`src/rtl/add_sequencer.sv`:
```
// Multi-cycle W-bit add/subtract built from one N-bit chunk adder.
// The operation runs one chunk per clock, LSB chunk first. The visible
// result and flags update together in a single DONE cycle. Intermediate
// sums are never shown on c.

// One N-bit slice: x + (y ^ {N{inv}}) + cin, with the carry out exposed.
module add_chunk #(
    parameter int N = 4
) (
    input  logic [N-1:0] x,
    input  logic [N-1:0] y,
    input  logic         inv,
    input  logic         cin,
    output logic [N-1:0] s,
    output logic         cout
);
    logic [N:0] sum;

    // Widen by one bit so the chunk carry-out falls out of the add.
    assign sum  = {1'b0, x} + {1'b0, y ^ {N{inv}}} + {{N{1'b0}}, cin};
    assign s    = sum[N-1:0];
    assign cout = sum[N];
endmodule

module add_sequencer #(
    parameter int N     = 4,
    parameter int WORDS = 4
) (
    input  logic                 clk,
    input  logic                 rst,
    input  logic                 start,
    input  logic                 op,
    input  logic [N*WORDS-1:0]   a,
    input  logic [N*WORDS-1:0]   b,
    output logic [N*WORDS-1:0]   c,
    output logic [3:0]           banderas,
    output logic                 busy,
    output logic                 done
);
    localparam int W  = N * WORDS;
    localparam int KW = (WORDS > 1) ? $clog2(WORDS) : 1;
    localparam logic [KW-1:0] KLAST = KW'(WORDS - 1);

    typedef enum logic [1:0] {
        IDLE = 2'd0,
        RUN  = 2'd1,
        DONE = 2'd2
    } state_t;

    // Operation captured at start and frozen until the result is published.
    typedef struct packed {
        logic         op;
        logic [W-1:0] a;
        logic [W-1:0] b;
    } req_t;

    state_t        state;
    req_t          cur;
    logic [KW-1:0] k;
    logic          carry;
    logic [W-1:0]  res;

    logic [N-1:0]  ak;
    logic [N-1:0]  bk;
    logic [N-1:0]  sk;
    logic          ck;

    logic [W-1:0]  bx;
    logic          nf;
    logic          zf;
    logic          vf;

    // The current chunk of each captured operand feeds the single slice adder.
    assign ak = cur.a[k*N +: N];
    assign bk = cur.b[k*N +: N];

    add_chunk #(.N(N)) u_chunk (
        .x    (ak),
        .y    (bk),
        .inv  (cur.op),
        .cin  (carry),
        .s    (sk),
        .cout (ck)
    );

    // Flags come from the completed result held in res during DONE.
    // V compares the sign of a with the sign of b as it was actually added.
    // That is b inverted for subtract.
    assign bx = cur.b ^ {W{cur.op}};
    assign nf = res[W-1];
    assign zf = (res == '0);
    assign vf = (cur.a[W-1] == bx[W-1]) && (res[W-1] != cur.a[W-1]);

    // Sequencer: capture in IDLE, one chunk per RUN cycle, publish in DONE.
    always_ff @(posedge clk or posedge rst) begin
        if (rst) begin
            state    <= IDLE;
            cur      <= '0;
            k        <= '0;
            carry    <= 1'b0;
            res      <= '0;
            c        <= '0;
            banderas <= 4'b0000;
            busy     <= 1'b0;
            done     <= 1'b0;
        end else begin
            case (state)
                IDLE: begin
                    done <= 1'b0;
                    // A start seen while done is still high is dropped.
                    // The next accept therefore comes one IDLE cycle later.
                    if (start && !done) begin
                        cur   <= '{op: op, a: a, b: b};
                        k     <= '0;
                        carry <= op;
                        res   <= '0;
                        busy  <= 1'b1;
                        state <= RUN;
                    end
                end
                RUN: begin
                    res[k*N +: N] <= sk;
                    carry         <= ck;
                    k             <= k + KW'(1);
                    if (k == KLAST) begin
                        state <= DONE;
                    end
                end
                DONE: begin
                    c        <= res;
                    banderas <= {nf, zf, carry, vf};
                    done     <= 1'b1;
                    busy     <= 1'b0;
                    state    <= IDLE;
                end
                default: begin
                    state <= IDLE;
                    busy  <= 1'b0;
                    done  <= 1'b0;
                end
            endcase
        end
    end
endmodule

```
`config.mk`:
```
export PLATFORM = sky130hd
export DESIGN_NAME = add_sequencer
export DESIGN_NICKNAME = d
export VERILOG_FILES = /design/src/rtl/add_sequencer.sv
export SDC_FILE = /design/constraint.sdc
export NUM_CORES = 1
export LEC_CHECK = 0
export BUFFER_PORTS_ARGS = -buffer_cell sky130_fd_sc_hd__buf_2
export CAP_MARGIN = 20
export CELL_PAD_IN_SITES_DETAIL_PLACEMENT = 0
export CELL_PAD_IN_SITES_GLOBAL_PLACEMENT = 1
export CORE_AREA = 2 2 97 99
export CTS_BUF_LIST = sky130_fd_sc_hd__clkbuf_8 sky130_fd_sc_hd__clkbuf_16
export CTS_CLUSTER_DIAMETER = 80
export DETAILED_ROUTE_END_ITERATION = 10
export DIE_AREA = 0 0 99 101
export MAX_ROUTING_LAYER = met4
export PLACE_DENSITY = 0.72
export SYNTH_ARGS = -nofsm -noshare
export SYNTH_HDL_FRONTEND = slang
export SYNTH_SLANG_ARGS = --single-unit
```
`constraint.sdc`:
```
create_clock -name clk -period 4.6 [get_ports clk]
set_input_delay 0.46 -clock clk [delete_from_list [all_inputs] [get_ports clk]]
set_output_delay 0.46 -clock clk [all_outputs]
set_load 0.01 [all_outputs]
```
==> metrics.txt <==
Worst Path Arrival about 3.1 ns; layout cell share with drive strength beyond 1 between 20% and 30%; Placed Instance Area between 3000 and 4000 um2; Period minus WS final around 2.8 ns; area of the multi-input gates ~1400 um2; Slew HR 50.71%; Overflow after GRT 0; I/O pins 58; Yosys reg bits 75; cell area after layout approximately 3900 um2; GPL Wtd Cong approximately 0.82; Crit Path Category reg2reg; CTS tree yes; total global routing track utilization 14.68%; CTS Root Cell clkbuf_8; die area approximately 10000 um2; WL/cell roughly 14 um; Synth Flop Type dfrtp_1; Hold Fails Final Rpt 0; first-pass GRT wire length approximately 11,000 um; post-route total power between 0.002 and 0.003 W; largest fanout on the critical path 15; Synth top cells by count 105 x nand2_1, 75 x dfrtp_1, 17 x mux2_2; final setup vio count 0; vias in the first global route between 2,000 and 2,500; Mapped Nets 350; top cell type's share of synthesized area ~56%; post-route ant nets 0; Max Slew Vio Count 0; Via-to-Cell Ratio between 4 and 5; Seq. cell area around 1900 um2; CTS Buf Count 9; register area share after synthesis a little under three fifths; fin crit share 60.98%; antenna violations before repair 0; Clk pwr share between 10% and 20%; Pwr per Cell Area about 760 nW/um2; status finished, final reports clean; Sw Pwr 0.001234 W; Max Clock Skew ~0.0057 ns; CP endpoint kind flop; Core Box Area approximately 9000 um2; synth warn 0; TNS Setup 0 ns; Max Fclk roughly 360 MHz; P&R area growth vs syn 15.64%; max_cap viols 0; Site Rows 35; average size of a mapped cell ~11 um2; worst-margin pin slew between 0.7 and 0.8 ns; CTS sink cnt 75; Starting Density approximately 38%; Port-buffer cells 57; clock buffer depth 2; Hold Crit Class in2async; Worst Path Required approximately 4.8 ns; post-CTS repair timing setup buffer count 0; final non-filler cell total approximately 480; unrepaired setup endpoints after global routing false; synth unique cells 36; antenna diode count 0; largest net degree at the start of global routing 47; Final #Nets between 400 and 500; count leader, synth nand2_1; Initial DRT Pass Iterations 4; number of flops mapped to enable cells by yosys 0; Clk pin slew, worst setup/hold paths 0.08 ns; Total Routed Length 6718 um; vias 2,314; Die Width just under 100 um; Gates resized, CTS repair 0; Placed Cells roughly 460; VDD IR max 0.0002453 V; Synth area leader dfrtp_1; CP Launch Type flop; worst-skew pair later-pin latency between 0.3 and 0.4 ns; depth of the CTS H-tree 3; Net Sw Frac between 40% and 50%; Filler cells between 800 and 900; Initial DRC Count 52; Synth Instances around 310; Die Height 101 um; Synth async-reset ratio 100.0%; CTS Hold Bufs 0; synthesized cell area between 3000 and 4000 um2; Power Internal ~0.0017 W; hpwl dp roughly 4800 um; sequential power share between 30 and 40%; Synth area leaders dfrtp_1 56%, nand2_1 12%, mux2_2 5.7%; Gate power share between 40% and 50%; remaining routing DRC violations 0; Leak between 2 and 2.5 nW
==> metrics by stage <==
| step | worst slack, ns | util (%) | hold slack [ns] |
|---|---|---|---|
| floorplan | 1.973 | - | 0.4395 |
| global placement | 1.797 | 41.52 | 0.4568 |
| detailed placement | 1.764 | 41.52 | 0.4618 |
| CTS | 1.747 | 43.48 | 0.1989 |
| global route | 1.564 | 43.48 | 0.2273 |
| finish | 1.795 | 43.48 | 0.1846 |
==> power groups by stage <==
stage | clock [W] | sequential (W) | combinational (W)
after floorplan | 0 | 0.00111 | 0.00110
after global placement | 0 | 0.00118 | 0.00136
after detailed placement | 0 | 0.00119 | 0.00137
after CTS | 0.000471 | 0.00117 | 0.00138
after global routing | 0.000499 | 0.00121 | 0.00153
final | 0.000454 | 0.00117 | 0.00136
==> sequential cells by signal, summed over array words and instances, names as in the netlist <==
register,flops
k,2
res,16
carry,1
c,16
banderas,3
done,1
state,2
cur,33
busy,1
==> cells by family (layout without fill, tap and decap cells) <==
group | after synthesis | in the layout | share of synthesized area [%]
flip-flops | 75 | 75 | 55.60
adder cells (fa/ha/maj) | 9 | 9 | 3.781
AND/OR/NAND/NOR | 130 | 130 | 16.35
AO/OA/AOI/OAI | 30 | 30 | 6.783
XOR/XNOR | 7 | 7 | 1.816
buffers and inverters | 28 | 89 | 4.373
multiplexers | 26 | 26 | 11.30
==> cell type report <==
type,count,share of cell area [%]
Inverter,12,1.154
Timing Repair Buffer,61,8.077
Clock inverter,7,1.346
Tap cell,111,3.558
Sequential cell,75,48.08
Multi-Input combinational cell,202,34.62
Clock buffer,9,3.173
==> worst paths after layout <==
check	start	endpoint	slack, ns	cells past startpoint
setup / recovery	k[0]$_DFFE_PP0P_	res[1]$_DFFE_PP0P_	1.79	6
hold / removal	rst	cur[17]$_DFFE_PP0P_	0.18	2
setup reg to reg	k[0]$_DFFE_PP0P_	res[1]$_DFFE_PP0P_	1.79	6
hold reg to reg	cur[0]$_DFFE_PP0P_	cur[0]$_DFFE_PP0P_	0.48	2
max in group asynchronous	rst	cur[3]$_DFFE_PP0P_	3.42	3
min in group clk	a[12]	cur[28]$_DFFE_PP0P_	0.30	3
==> layout by cell type (no fill, tap or decap), types with 2 or more instances in the layout <==
master      n
a21o_1      5
a21oi_1     3
a22o_1     16
and3_1      2
buf_2      57
buf_4       4
clkbuf_8    9
clkinv_2    2
clkinv_4    2
dfrtp_1    75
fa_1        2
ha_1        7
inv_1      11
inv_6       2
mux2_2     17
mux4_2      8
nand2_1   105
nand2b_1    2
nand3_1     3
nor2_1      5
nor4_1      4
o21ai_0     2
xor2_1      6
==> layer usage <==
layer | track usage [%] | up-vias | part of all wire [%]
li1 | - | 1138 | -
met1 | 20.21 | 1110 | 48
met4 | 7.376 | 0 | 1.1
met2 | 20.89 | 58 | 46
met5 | - | - | 0
met3 | 2.635 | 8 | 5.1
==> worst max-delay path: stages, from the launching register on <==
cell	delay [ns]
dfrtp_1	0.80
mux4_2	0.60
xnor2_1	0.15
fa_1	0.39
inv_1	0.08
fa_1	0.46
a22o_1	0.23
(Power assumes the default switching activity.)
